## src/rtl/id_ex_forward_stage_if.sv

```systemverilog
// ID/EX stage bundle: decoded ID operands in, registered EX operands, forwarding selects and stall out.
// The pipeline controller (master) drives ID and writeback-stage info; the stage (slave) answers.
interface id_ex_forward_stage_if #(
    parameter int DATA_W = 32,
    parameter int REG_AW = 5
);
    logic              id_valid;
    logic [REG_AW-1:0] id_rs;
    logic [REG_AW-1:0] id_rt;
    logic [REG_AW-1:0] id_dest;
    logic [DATA_W-1:0] id_rd1;
    logic [DATA_W-1:0] id_rd2;
    logic [DATA_W-1:0] id_imm;
    logic              id_reg_write;
    logic              id_mem_read;
    logic              id_mem_write;
    logic [3:0]        id_alu_ctrl;
    logic              flush;
    logic [REG_AW-1:0] exmem_dest;
    logic              exmem_reg_write;
    logic [REG_AW-1:0] memwb_dest;
    logic              memwb_reg_write;

    logic              ex_valid;
    logic              ex_reg_write;
    logic              ex_mem_read;
    logic              ex_mem_write;
    logic [REG_AW-1:0] ex_rs;
    logic [REG_AW-1:0] ex_rt;
    logic [REG_AW-1:0] ex_dest;
    logic [DATA_W-1:0] ex_rd1;
    logic [DATA_W-1:0] ex_rd2;
    logic [DATA_W-1:0] ex_imm;
    logic [3:0]        ex_alu_ctrl;
    logic [1:0]        fwd_a_sel;
    logic [1:0]        fwd_b_sel;
    logic              stall;
    logic [31:0]       stall_count;

    modport master (
        output id_valid, id_rs, id_rt, id_dest, id_rd1, id_rd2, id_imm,
               id_reg_write, id_mem_read, id_mem_write, id_alu_ctrl, flush,
               exmem_dest, exmem_reg_write, memwb_dest, memwb_reg_write,
        input  ex_valid, ex_reg_write, ex_mem_read, ex_mem_write, ex_rs, ex_rt,
               ex_dest, ex_rd1, ex_rd2, ex_imm, ex_alu_ctrl, fwd_a_sel, fwd_b_sel,
               stall, stall_count
    );

    modport slave (
        input  id_valid, id_rs, id_rt, id_dest, id_rd1, id_rd2, id_imm,
               id_reg_write, id_mem_read, id_mem_write, id_alu_ctrl, flush,
               exmem_dest, exmem_reg_write, memwb_dest, memwb_reg_write,
        output ex_valid, ex_reg_write, ex_mem_read, ex_mem_write, ex_rs, ex_rt,
               ex_dest, ex_rd1, ex_rd2, ex_imm, ex_alu_ctrl, fwd_a_sel, fwd_b_sel,
               stall, stall_count
    );
endinterface

```

## src/rtl/id_ex_forward_stage.sv

```systemverilog
// MIPS ID/EX pipeline register with EX operand forwarding selects and load-use stall detection.
// A flush or a load-use stall loads a bubble (all zeros) into EX instead of the ID instruction.
module id_ex_forward_stage (
    input logic                  clk,
    input logic                  rst_n,
    id_ex_forward_stage_if.slave bus
);
    logic        bubble;
    logic [31:0] stall_cnt;

    // A flushed ID instruction is squashed anyway, so it must never cause a stall.
    assign bus.stall = bus.ex_valid & bus.ex_mem_read & (bus.ex_dest != '0) &
                       bus.id_valid & ~bus.flush &
                       ((bus.ex_dest == bus.id_rs) | (bus.ex_dest == bus.id_rt));
    assign bubble          = bus.flush | bus.stall;
    assign bus.stall_count = stall_cnt;

    always_ff @(posedge clk or negedge rst_n) begin
        if (!rst_n) begin
            bus.ex_valid     <= 1'b0;
            bus.ex_reg_write <= 1'b0;
            bus.ex_mem_read  <= 1'b0;
            bus.ex_mem_write <= 1'b0;
            bus.ex_alu_ctrl  <= '0;
            bus.ex_rs        <= '0;
            bus.ex_rt        <= '0;
            bus.ex_dest      <= '0;
            bus.ex_rd1       <= '0;
            bus.ex_rd2       <= '0;
            bus.ex_imm       <= '0;
        end else if (bubble) begin
            bus.ex_valid     <= 1'b0;
            bus.ex_reg_write <= 1'b0;
            bus.ex_mem_read  <= 1'b0;
            bus.ex_mem_write <= 1'b0;
            bus.ex_alu_ctrl  <= '0;
            bus.ex_rs        <= '0;
            bus.ex_rt        <= '0;
            bus.ex_dest      <= '0;
            bus.ex_rd1       <= '0;
            bus.ex_rd2       <= '0;
            bus.ex_imm       <= '0;
        end else begin
            bus.ex_valid     <= bus.id_valid;
            bus.ex_reg_write <= bus.id_reg_write;
            bus.ex_mem_read  <= bus.id_mem_read;
            bus.ex_mem_write <= bus.id_mem_write;
            bus.ex_alu_ctrl  <= bus.id_alu_ctrl;
            bus.ex_rs        <= bus.id_rs;
            bus.ex_rt        <= bus.id_rt;
            bus.ex_dest      <= bus.id_dest;
            bus.ex_rd1       <= bus.id_rd1;
            bus.ex_rd2       <= bus.id_rd2;
            bus.ex_imm       <= bus.id_imm;
        end
    end

    // Saturating: a stuck stall condition must never wrap the count back to small values.
    always_ff @(posedge clk or negedge rst_n) begin
        if (!rst_n) begin
            stall_cnt <= '0;
        end else if (bus.stall && (stall_cnt != 32'hFFFF_FFFF)) begin
            stall_cnt <= stall_cnt + 32'd1;
        end
    end

    // EX/MEM is the younger result, so it wins over MEM/WB; register 0 is hardwired and never forwarded.
    always_comb begin
        bus.fwd_a_sel = 2'b00;
        bus.fwd_b_sel = 2'b00;
        if (bus.ex_valid) begin
            if (bus.exmem_reg_write && (bus.exmem_dest != '0) && (bus.exmem_dest == bus.ex_rs)) begin
                bus.fwd_a_sel = 2'b10;
            end else if (bus.memwb_reg_write && (bus.memwb_dest != '0) && (bus.memwb_dest == bus.ex_rs)) begin
                bus.fwd_a_sel = 2'b01;
            end
            if (bus.exmem_reg_write && (bus.exmem_dest != '0) && (bus.exmem_dest == bus.ex_rt)) begin
                bus.fwd_b_sel = 2'b10;
            end else if (bus.memwb_reg_write && (bus.memwb_dest != '0) && (bus.memwb_dest == bus.ex_rt)) begin
                bus.fwd_b_sel = 2'b01;
            end
        end
    end
endmodule
```

## src/flat_wrapper.sv

```systemverilog
// flat-port wrapper written by rule: the top's interface ports become plain ports
module id_ex_forward_stage_flat 
  (clk, rst_n, bus_id_valid, bus_id_rs, bus_id_rt, bus_id_dest, bus_id_rd1, bus_id_rd2, bus_id_imm, bus_id_reg_write, bus_id_mem_read, bus_id_mem_write, bus_id_alu_ctrl, bus_flush, bus_exmem_dest, bus_exmem_reg_write, bus_memwb_dest, bus_memwb_reg_write, bus_ex_valid, bus_ex_reg_write, bus_ex_mem_read, bus_ex_mem_write, bus_ex_rs, bus_ex_rt, bus_ex_dest, bus_ex_rd1, bus_ex_rd2, bus_ex_imm, bus_ex_alu_ctrl, bus_fwd_a_sel, bus_fwd_b_sel, bus_stall, bus_stall_count);
  id_ex_forward_stage_if bus_i ();
  input logic clk;
  input logic rst_n;
  input wire logic [$bits(bus_i.id_valid)-1:0] bus_id_valid;
  input wire logic [$bits(bus_i.id_rs)-1:0] bus_id_rs;
  input wire logic [$bits(bus_i.id_rt)-1:0] bus_id_rt;
  input wire logic [$bits(bus_i.id_dest)-1:0] bus_id_dest;
  input wire logic [$bits(bus_i.id_rd1)-1:0] bus_id_rd1;
  input wire logic [$bits(bus_i.id_rd2)-1:0] bus_id_rd2;
  input wire logic [$bits(bus_i.id_imm)-1:0] bus_id_imm;
  input wire logic [$bits(bus_i.id_reg_write)-1:0] bus_id_reg_write;
  input wire logic [$bits(bus_i.id_mem_read)-1:0] bus_id_mem_read;
  input wire logic [$bits(bus_i.id_mem_write)-1:0] bus_id_mem_write;
  input wire logic [$bits(bus_i.id_alu_ctrl)-1:0] bus_id_alu_ctrl;
  input wire logic [$bits(bus_i.flush)-1:0] bus_flush;
  input wire logic [$bits(bus_i.exmem_dest)-1:0] bus_exmem_dest;
  input wire logic [$bits(bus_i.exmem_reg_write)-1:0] bus_exmem_reg_write;
  input wire logic [$bits(bus_i.memwb_dest)-1:0] bus_memwb_dest;
  input wire logic [$bits(bus_i.memwb_reg_write)-1:0] bus_memwb_reg_write;
  output wire logic [$bits(bus_i.ex_valid)-1:0] bus_ex_valid;
  output wire logic [$bits(bus_i.ex_reg_write)-1:0] bus_ex_reg_write;
  output wire logic [$bits(bus_i.ex_mem_read)-1:0] bus_ex_mem_read;
  output wire logic [$bits(bus_i.ex_mem_write)-1:0] bus_ex_mem_write;
  output wire logic [$bits(bus_i.ex_rs)-1:0] bus_ex_rs;
  output wire logic [$bits(bus_i.ex_rt)-1:0] bus_ex_rt;
  output wire logic [$bits(bus_i.ex_dest)-1:0] bus_ex_dest;
  output wire logic [$bits(bus_i.ex_rd1)-1:0] bus_ex_rd1;
  output wire logic [$bits(bus_i.ex_rd2)-1:0] bus_ex_rd2;
  output wire logic [$bits(bus_i.ex_imm)-1:0] bus_ex_imm;
  output wire logic [$bits(bus_i.ex_alu_ctrl)-1:0] bus_ex_alu_ctrl;
  output wire logic [$bits(bus_i.fwd_a_sel)-1:0] bus_fwd_a_sel;
  output wire logic [$bits(bus_i.fwd_b_sel)-1:0] bus_fwd_b_sel;
  output wire logic [$bits(bus_i.stall)-1:0] bus_stall;
  output wire logic [$bits(bus_i.stall_count)-1:0] bus_stall_count;
  assign bus_i.id_valid = bus_id_valid;
  assign bus_i.id_rs = bus_id_rs;
  assign bus_i.id_rt = bus_id_rt;
  assign bus_i.id_dest = bus_id_dest;
  assign bus_i.id_rd1 = bus_id_rd1;
  assign bus_i.id_rd2 = bus_id_rd2;
  assign bus_i.id_imm = bus_id_imm;
  assign bus_i.id_reg_write = bus_id_reg_write;
  assign bus_i.id_mem_read = bus_id_mem_read;
  assign bus_i.id_mem_write = bus_id_mem_write;
  assign bus_i.id_alu_ctrl = bus_id_alu_ctrl;
  assign bus_i.flush = bus_flush;
  assign bus_i.exmem_dest = bus_exmem_dest;
  assign bus_i.exmem_reg_write = bus_exmem_reg_write;
  assign bus_i.memwb_dest = bus_memwb_dest;
  assign bus_i.memwb_reg_write = bus_memwb_reg_write;
  assign bus_ex_valid = bus_i.ex_valid;
  assign bus_ex_reg_write = bus_i.ex_reg_write;
  assign bus_ex_mem_read = bus_i.ex_mem_read;
  assign bus_ex_mem_write = bus_i.ex_mem_write;
  assign bus_ex_rs = bus_i.ex_rs;
  assign bus_ex_rt = bus_i.ex_rt;
  assign bus_ex_dest = bus_i.ex_dest;
  assign bus_ex_rd1 = bus_i.ex_rd1;
  assign bus_ex_rd2 = bus_i.ex_rd2;
  assign bus_ex_imm = bus_i.ex_imm;
  assign bus_ex_alu_ctrl = bus_i.ex_alu_ctrl;
  assign bus_fwd_a_sel = bus_i.fwd_a_sel;
  assign bus_fwd_b_sel = bus_i.fwd_b_sel;
  assign bus_stall = bus_i.stall;
  assign bus_stall_count = bus_i.stall_count;
  id_ex_forward_stage u_core (.clk(clk), .rst_n(rst_n), .bus(bus_i));
endmodule
```

## config.mk

```make
export PLATFORM = sky130hd
export DESIGN_NAME = id_ex_forward_stage_flat
export DESIGN_NICKNAME = d
export VERILOG_FILES = /design/src/rtl/id_ex_forward_stage_if.sv /design/src/rtl/id_ex_forward_stage.sv /design/src/flat_wrapper.sv
export SDC_FILE = /design/constraint.sdc
export NUM_CORES = 1
export LEC_CHECK = 0
export CAP_MARGIN = 20
export CELL_PAD_IN_SITES_DETAIL_PLACEMENT = 0
export CELL_PAD_IN_SITES_GLOBAL_PLACEMENT = 1
export CORE_MARGIN = 8
export CORE_UTILIZATION = 28
export CTS_CLUSTER_DIAMETER = 80
export DETAILED_ROUTE_END_ITERATION = 10
export GPL_TIMING_DRIVEN = 0
export PLACE_DENSITY = 0.8
export SYNTH_ARGS = -nofsm -noshare
export SYNTH_HDL_FRONTEND = slang
export SYNTH_SLANG_ARGS = --single-unit
export TNS_END_PERCENT = 1
```

## constraint.sdc

```tcl
create_clock -name clk -period 1.9 [get_ports clk]
set_input_delay 0.19 -clock clk [delete_from_list [all_inputs] [get_ports clk]]
set_output_delay 0.19 -clock clk [all_outputs]
set_load 0.01 [all_outputs]
```

; After elaboration in Yosys (flattened, before gate mapping)
; Index checks and enable logic that the tools add are counted.
[word_totals]
ff_bits = 151
latchBits = 0
ram_bits = 0
romBits = 0
inputBits = 134
out_inout_bits = 156
elab_cells = 55
memories = 0
[op_classes]
addsub = 1
n_mul = 0
div_mod_pow = 0
n_lt_le_gt_ge = 0
eq_ne = 7
n_shift = 0
muxes = 17
bitwise_logic = 8
n_reduce_logical = 10
[ops]
columns = operator, n
row1 = $mux W32, 3
row2 = $add A32 B1 Y32 const B, 1
row3 = $ne A32 B32 Y1 const B, 1
row4 = $eq A5 B5 Y1, 6
row5 = $mux W5, 3
row6 = $reduce_bool A5 Y1, 3
row7 = $mux W2, 4
row8 = $logic_and A1 B1 Y1, 7
row9 = $mux W1, 6
row10 = $and A1 B1 Y1, 5
row11 = $mux W4, 1
row12 = $or A1 B1 Y1, 2
row13 = $not A1 Y1, 1

; Logic depth before layout (Yosys ltp)
; Gate-level depths: netlist of run 1.
[depth]
depth_word = 7
depth_mapped = 8
mapped_depth_nobuf = 7

; Worst setup path after synthesis of run 1
; Ideal clock, no wire load.
[synth_timing]
kind = register to register
start = register u_core.stall_cnt[0], in the netlist u_core.bus.stall_count[0]
end = register u_core.stall_cnt[1], in the netlist u_core.bus.stall_count[1]
setup_ns = 0.125
arrival_ns = 1.877
required_ns = 1.775
slack_ns = -0.102
path_stages_with_launch = 8
path_buffers = 0
synth_period_minus_slack_ns = 2.002
cell_sequence = dfrtp_1 > ha_1 > and3_1 > nand2b_1 > nor4_4 > nand2_2 > nand2_1 > mux2_2
[synth_via]
elab_chain_cells = 2
word_cells_on_any_way = 3
classes_between = add/sub: 1 / eq/ne: 1 / reduce/logical: 1
[synth_lines]
columns = element, line_no
row1 = "start, declared", id_ex_forward_stage.sv:9  ; logic [31:0] stall_cnt;
row2 = "start signal, assigned", id_ex_forward_stage.sv:63  ; stall_cnt <= stall_cnt + 32'd1;
row3 = "parallel branches: the longest is 2 deep, another holds $add A32 B1 Y32", n/a
; Several ways; the timed one is not identified.
; A chain may end at the register's enable or synchronous reset.

; Worst setup path after layout of run 1
[layout_timing]
start = input bus_exmem_dest[2]
end = output bus_fwd_a_sel[0]
[layout_via]
elab_chain_cells = 5
word_cells_on_any_way = 6
classes_between = eq/ne: 1 / mux: 2 / reduce/logical: 3
[layout_lines]
columns = element, line_no
row1 = "start, declared", flat_wrapper.sv:19  ; input wire logic [$bits(bus_i.exmem_dest)-1:0] bus_exmem_dest;
row2 = $reduce_bool A5 Y1, id_ex_forward_stage.sv:72  ; if (bus.exmem_reg_write && (bus.exmem_dest != '0) && (bus.exmem_dest == bus.ex_rs)) begin
row3 = $logic_and A1 B1 Y1, id_ex_forward_stage.sv:72
row4 = $logic_and A1 B1 Y1 (*), id_ex_forward_stage.sv:72
row5 = $mux W2 (*), id_ex_forward_stage.sv:72
row6 = $mux W2 (*), id_ex_forward_stage.sv:71  ; if (bus.ex_valid) begin
row7 = "end, declared", flat_wrapper.sv:34  ; output wire logic [$bits(bus_i.fwd_a_sel)-1:0] bus_fwd_a_sel;
; Mark *: on every way between the ends. The rest lies on a longest branch, timed or not.

==> results.sh, run 1 <==
export IMPL_vdd_drop_max_mv=0.576
export IMPL_tritoncts="yes"
export IMPL_holdCritStartpoint="bus_id_imm[21]"
export IMPL_instances_no_fill=1067
export IMPL_p_leak_uw=0.00441
export IMPL_synth_cell_type_count=37
export IMPL_ant_nets=0
export IMPL_crit_family="simple AND/OR/NAND/NOR gates"
export IMPL_dpl_cell_area_mm2=0.00913
export IMPL_min_period_ps=2110
export IMPL_area_growth_pct=74.5
export IMPL_finalCritPeriodShare=1.11
export IMPL_gp_congestion=0.795
export IMPL_grt_pass1_vias=4840
export IMPL_cts_buffers=17
export IMPL_layout_drive_gt1_share=0.154
export IMPL_crit_end="bus_fwd_a_sel[0]"
export IMPL_r2r_slack_ps=-160
export IMPL_io_pins=290
export IMPL_cp_arrival_ps=1920
export IMPL_die_y_um=160
export IMPL_fmax_mhz=473
export IMPL_worstMarginPinSlew_ps=703
export IMPL_drc_errors=0
export IMPL_start_util=0.281
export IMPL_final_area_mm2=0.0102
export IMPL_fin_nets=913
export IMPL_cts_sinks=151
export IMPL_place_ws_ps=-884
export IMPL_startpoint="bus_exmem_dest[2]"
export IMPL_drt_iter0_markers=164
export IMPL_rr_endpoint="u_core.bus.ex_rd2[26]"
export IMPL_portBuffers=289
export IMPL_overflow=0
export IMPL_avgSynthCellArea_um2=13.0
export IMPL_vias_per_cell=4.20
export IMPL_gr_usage_all_layers=0.144
export IMPL_crit_slowest_cell="or4_4"
export IMPL_hold_violations=0
export IMPL_yosysWarnings=0
export IMPL_cp_slowest_stage_delay_ps=510
export IMPL_drt_pass1_iterations=4
export IMPL_post_drt_wl_per_cell_um=17.4
export IMPL_power_density_mw_per_mm2=768
export IMPL_rsz0062_at_grt="true"
export IMPL_placed_cells=1015
export IMPL_grt_first_pass_wirelength_mm=28.8
export IMPL_clk_path_buf_depth=2
export IMPL_ys_seq_area_frac=0.647
export IMPL_hp_class="in -> reg"
export IMPL_worstPathMaxFanout=3
export IMPL_synth_net_count=585
export IMPL_crit_chain="dlygate4sd2_1 -> or4_4 -> o21ai_2 -> buf_4 -> nor4_4 -> buf_4 -> nor4_4 -> buf_2"
export IMPL_cp_end_kind="output port"
export IMPL_synth_cells=450
export IMPL_holdWs_ps=320
export IMPL_startpoint_type="input pin"
export IMPL_clock_latency_ps=410
export IMPL_synth_area_leader_cell="dfrtp_1"
export IMPL_ys_top_cells_by_area="dfrtp_1 (65%), and2_1 (13%), xnor2_1 (5.2%)"
export IMPL_status="finished, violations left"
export IMPL_synth_top_area_frac=0.647
export IMPL_crit_type="in -> out"
export IMPL_ys_ff_latch=151
export IMPL_reg2reg_from="u_core.bus.ex_dest[0]"
export IMPL_slew_headroom=0.531
export IMPL_drt_total_wl_mm=18.6
export IMPL_worstPathRequired_ps=1710
export IMPL_cp_depth=8
export IMPL_finalWorstSetupSlack_ps=-213
export IMPL_coreArea_mm2=0.0208
export IMPL_netlist_area_mm2=0.00584
export IMPL_hpwl_mm=14.1
export IMPL_finClkSkew_ps=14.0
export IMPL_h_tree_depth=4
export IMPL_violations="setup timing"
export IMPL_grt_max_degree=79
export IMPL_final_max_slew_viol_count=0
export IMPL_path_buf_inv=4
export IMPL_reg2regPathDepth=8
export IMPL_fp_row_count=53
export IMPL_path_clk_slew_ps=60
export IMPL_die_x_um=160
export IMPL_dieArea_mm2=0.0257
export IMPL_antenna_found_initial=1
export IMPL_cts_root_buf="clkbuf_16"
export IMPL_finalSetupViolations=138
export IMPL_vias=4481
export IMPL_max_cap_viol_count=0
==> registers in the layout (all words and copies together) (netlist names), 4 cells and up <==
| register | count |
|---|---|
| u_core.bus.ex_rt | 5 |
| u_core.bus.ex_imm | 32 |
| u_core.bus.ex_rs | 5 |
| u_core.bus.ex_rd1 | 32 |
| u_core.bus.ex_alu_ctrl | 4 |
| u_core.bus.stall_count | 32 |
| u_core.bus.ex_rd2 | 32 |
| u_core.bus.ex_dest | 5 |
==> where the power goes <==
part | switching (µW) | leakage [µW] | internal, µW
combinational | 380 | 0.00215 | 627
sequential | 54.9 | 0.00197 | 3340
clock | 1450 | 0.000284 | 1970
total | 1890 | 0.00441 | 5940
==> how the worst min path moves through the flow <==
stage / end / slack (ps) / cells past startpoint
final: u_core.bus.ex_imm[21] / 320 / 2
after global routing: u_core.bus.ex_rd2[24] / 300 / 2
after CTS: u_core.bus.ex_imm[22] / 300 / 2
after detailed placement: u_core.bus.ex_imm[15] / 260 / 1
after global placement: u_core.bus.stall_count[18] / 480 / 1
after floorplan: u_core.bus.ex_alu_ctrl[0] / -110 / 0
==> final cells by class <==
cell class | count | area, µm²
multi-input combinational | 281 | 2160
timing repair buffer | 309 | 3070
tap | 275 | 344
inverter | 2 | 7.51
fill | 1874 | 10600
buffer | 16 | 223
clock inverter | 14 | 168
clock buffer | 17 | 425
sequential | 151 | 3790
antenna | 2 | 5.00
==> repair_timing <==
item	in CTS	in global routing
resized for setup	88	32
endpoints found under the setup margin	156	155
buffers inserted	14	4
pin swaps	30	18
endpoints found under the hold margin	73	0
hold buffers	1	0
==> synth_stat cells (all sizes together) <==
cell type / number
a2111oi: 1
a21oi: 1
and2: 123
and3: 11
and4: 3
buf: 7
clkbuf: 9
dfrtp: 151
ha: 1
inv: 2
mux2: 3
nand2: 9
nand2b: 3
nand3: 21
nand4: 13
nor2: 8
nor2b: 3
nor3: 4
nor3b: 1
nor4: 5
nor4b: 1
o2111ai: 1
o211ai: 1
o21ai: 2
or2: 1
or4: 6
xnor2: 35
xor2: 24
==> placed cells by master, fill, tap and decap left out, types with 3 or more instances in the layout <==
master,instances
clkdlybuf4s50_1,275
dfrtp_1,145
and2_1,118
xnor2_1,33
xor2_1,24
nand3_1,17
clkbuf_16,17
buf_4,14
nand4_1,12
buf_6,10
buf_8,10
nand2_1,8
and3_1,8
nor2_1,7
dlygate4sd2_1,7
dfrtp_2,6
or4_4,5
and2_4,5
nor4_4,4
nand3_2,4
inv_8,4
nor3_2,3
nor2b_1,3
and4_1,3
mux2_2,3
clkinvlp_4,3
buf_2,3
==> logic make-up (layout without fill, tap and decap cells) <==
family          count (synthesis)  count (layout)  synth area share
simple gates                  212             212             0.232
flops                         151             151             0.647
xor+xnor                       59              59            0.0885
buf+inv                        18             358            0.0144
compound gates                  6               6            0.0107
mux                             3               3           0.00578
fa+ha+maj                       1               1           0.00214
other cells                     0               2                 0
==> layer usage <==
layer | share of wire | GRT usage
met1 | 0.39 | 0.159
met2 | 0.49 | 0.236
met4 | 0.0081 | 0.0353
met5 | 0.00054 | 0
met3 | 0.11 | 0.0801
==> through the flow <==
stage	util	setup TNS [ps]	total power, µW
2_1_floorplan	-	-46.5	3690
3_3_place_gp	0.438	-937960	4380
3_5_place_dp	0.440	-83370	4390
4_1_cts	0.485	-24110	7900
5_1_grt	0.491	-29750	8170
6_report	0.491	-15690	7830
Note: power is estimated with default switching activity, not from simulation.
==> run 2, diff against run 1 <==
--- a/config.mk
+++ b/config.mk
@@ -9,11 +9,11 @@
 export CELL_PAD_IN_SITES_DETAIL_PLACEMENT = 0
 export CELL_PAD_IN_SITES_GLOBAL_PLACEMENT = 1
 export CORE_MARGIN = 8
-export CORE_UTILIZATION = 28
+export CORE_UTILIZATION = 31
 export CTS_CLUSTER_DIAMETER = 80
 export DETAILED_ROUTE_END_ITERATION = 10
 export GPL_TIMING_DRIVEN = 0
-export PLACE_DENSITY = 0.8
+export PLACE_DENSITY = 0.84
 export SYNTH_ARGS = -nofsm -noshare
 export SYNTH_HDL_FRONTEND = slang
 export SYNTH_SLANG_ARGS = --single-unit
==> constraint.sdc (replaced) <==
create_clock -name clk -period 2.2 [get_ports clk]
set_input_delay 0.22 -clock clk [delete_from_list [all_inputs] [get_ports clk]]
set_output_delay 0.22 -clock clk [all_outputs]
set_load 0.01 [all_outputs]
==> run 2 against run 1 <==
  * The flow now finishes without violations
  * Sequential share of layout area up 1.2 points
  * Die area is 8.7% lower
  * First-iteration DRC count decreased by 3.7%
  * Non-clock buffer count is 9 lower
  * Wire length is 4.5% lower
  * Final cell count decreased by 4.8%
  * Combinational power shrank 20%
  * Via count decreased by 1.5%
  * Total power decreased by 16%
  * Largest power group is now registers
  * Highest routed layer is now met4
==> results.sh, run 2 (synthesis results as in run 1) <==
export IMPL_hold_violations=0
export IMPL_cts_root_buf="clkbuf_16"
export IMPL_layout_common_cells="clkdlybuf4s50_1 (279), dfrtp_1 (147), and2_1 (123), xnor2_1 (35), xor2_1 (24)"
export IMPL_worstPathMaxFanout=3
export IMPL_startpoint_type="input pin"
export IMPL_drt_pass1_iterations=4
export IMPL_gr_usage_all_layers=0.153
export IMPL_antenna_cells=0
export IMPL_hp_class="in -> reg"
export IMPL_p_seq_frac=0.444
export IMPL_nFillCells=1636
export IMPL_worstMarginPinSlew_ps=852
export IMPL_final_common_cell="clkdlybuf4s50_1"
export IMPL_clockPowerShare=0.434
export IMPL_swShare=0.243
export IMPL_vias=4416
export IMPL_vias_per_cell=4.35
export IMPL_regArea_mm2=0.00378
export IMPL_cts_buffers=17
export IMPL_cp_slowest_stage_delay_ps=540
export IMPL_p_int_uw=5000
export IMPL_cp_end_kind="output port"
export IMPL_tritoncts="yes"
export IMPL_gp_congestion=0.782
export IMPL_clock_latency_ps=410
export IMPL_die_y_um=153
export IMPL_overflow=0
export IMPL_power_density_mw_per_mm2=670
export IMPL_h_tree_depth=4
export IMPL_worstPathRequired_ps=1980
export IMPL_ant_nets=0
export IMPL_fp_row_count=50
export IMPL_area_growth_pct=68.9
export IMPL_tns_ps=0
export IMPL_p_leak_uw=0.00431
export IMPL_crit_slowest_cell="clkdlybuf4s50_1"
export IMPL_rsz0062_at_grt="true"
export IMPL_cts_sinks=151
export IMPL_drt_iter0_markers=158
export IMPL_holdWs_ps=355
export IMPL_crit_path_frequent_cell="or4_1"
export IMPL_max_cap_viol_count=0
export IMPL_coreArea_mm2=0.0186
export IMPL_layout_drive_gt1_share=0.119
export IMPL_vdd_drop_max_mv=0.481
export IMPL_path_buf_inv=2
export IMPL_start_util=0.314
export IMPL_combPwrFrac=0.123
export IMPL_finalSetupViolations=0
export IMPL_final_area_mm2=0.00986
export IMPL_fmax_mhz=474
export IMPL_hpwl_mm=13.6
export IMPL_antenna_found_initial=0
export IMPL_finalCritPeriodShare=0.959
export IMPL_portBuffers=289
export IMPL_grt_max_degree=92
export IMPL_clk_path_buf_depth=2
export IMPL_slew_headroom=0.432
export IMPL_cp_arrival_ps=1890
export IMPL_min_period_ps=2110
export IMPL_die_x_um=153
export IMPL_post_drt_wl_per_cell_um=17.5
export IMPL_power_switching_uw=1610
export IMPL_path_clk_slew_ps=70
export IMPL_dieArea_mm2=0.0235
export IMPL_drc_errors=0
export IMPL_multiInputGateArea_mm2=0.00206
export IMPL_drt_total_wl_mm=17.8
export IMPL_io_pins=290
export IMPL_crit_family="simple AND/OR/NAND/NOR gates"
export IMPL_grt_pass1_vias=4874
export IMPL_final_util=0.531
export IMPL_dpl_cell_area_mm2=0.00905
export IMPL_grt_first_pass_wirelength_mm=28.0
export IMPL_crit_chain="clkdlybuf4s50_1 -> or4_1 -> o211ai_1 -> or4_1 -> nor4_1 -> buf_2"
export IMPL_final_max_slew_viol_count=0
export IMPL_crit_type="in -> out"
export IMPL_status="completed"
export IMPL_p_total_uw=6610
export IMPL_fin_nets=904
export IMPL_finClkSkew_ps=8.23
==> run 2: cell count changes in the layout (fill, tap and decap cells not counted), sizes merged <==
cell / delta
clkinvlp: -1
buf: -14
bufinv: -1
clkinv: +1
diode: -2
clkbuf: +4
clkdlybuf4s50: +4
dlygate4sd2: -1
clkdlybuf4s15: -2
inv: +2
==> run 2: cell type report <==
| type | count | share of cell area |
|---|---|---|
| clock inverter | 15 | 0.0159 |
| clock buffer | 17 | 0.0431 |
| multi-input combinational | 281 | 0.209 |
| timing repair buffer | 300 | 0.304 |
| inverter | 2 | 0.000761 |
| sequential | 151 | 0.384 |
| tap | 234 | 0.0297 |
| buffer | 16 | 0.0137 |
==> run 2: worst reg2reg max path, delay by kind of cell, from the launching register on <==
family / cells / cell delay [ps]
muxes: 1 / 340
and+or+nand+nor: 5 / 1240
DFF: 1 / 410
==> run 2: layer usage <==
| layer | global-route usage | part of all wire |
|---|---|---|
| met2 | 0.254 | 0.48 |
| met3 | 0.0916 | 0.12 |
| met5 | 0 | 0 |
| met4 | 0.0382 | 0.010 |
| met1 | 0.164 | 0.38 |
==> run 2: repair_timing <==
| item | CTS | global route |
|---|---|---|
| setup buffers | 5 | 4 |
| gates resized for setup | 46 | 33 |
| endpoints found under the hold margin | 90 | 0 |
| pin swaps | 7 | 8 |
| setup endpoints to repair | 141 | 125 |
| hold buffers | 1 | 0 |
==> run 2: power by group through the flow <==
stage | Combinational (µW) | Sequential (µW) | Clock, µW
floorplan | 143 | 3040 | 0
global placement | 784 | 2990 | 0
detailed placement | 795 | 2990 | 0
CTS | 822 | 2930 | 2970
global route | 881 | 2940 | 3090
finish | 810 | 2930 | 2870
==> run 2: worst paths after layout <==
check                                                start                          to  slack (ps)  depth (start not counted)
worst min register to register  u_core.bus.stall_count[18]  u_core.bus.stall_count[18]         490                          1
max in group asynchronous                            rst_n   u_core.bus.stall_count[4]         980                          3
worst min-delay path                        bus_id_imm[21]       u_core.bus.ex_imm[21]         350                          2
worst max register to register   u_core.bus.stall_count[8]   u_core.bus.stall_count[1]          90                          6
worst max-delay path                     bus_memwb_dest[2]            bus_fwd_a_sel[0]          90                          6
min in group asynchronous                            rst_n  u_core.bus.stall_count[14]         440                          2
==> run 2: through the flow <==
stage / setup slack [ps] / std cells
2_1_floorplan: 198 / 450
3_3_place_gp: -5270 / 973
3_5_place_dp: -589 / 974
4_1_cts: -73.8 / 1012
5_1_grt: -18.1 / 1016
6_report: 90.5 / 1016
==> run 3, diff against run 2 <==
--- a/config.mk
+++ b/config.mk
@@ -10,6 +10,7 @@
 export CELL_PAD_IN_SITES_GLOBAL_PLACEMENT = 1
 export CORE_MARGIN = 8
 export CORE_UTILIZATION = 31
+export CTS_BUF_LIST = sky130_fd_sc_hd__clkbuf_16
 export CTS_CLUSTER_DIAMETER = 80
 export DETAILED_ROUTE_END_ITERATION = 10
 export GPL_TIMING_DRIVEN = 0
==> results of run 3 <==
The final DEF is identical to that of run 2; final timing and power are the same.
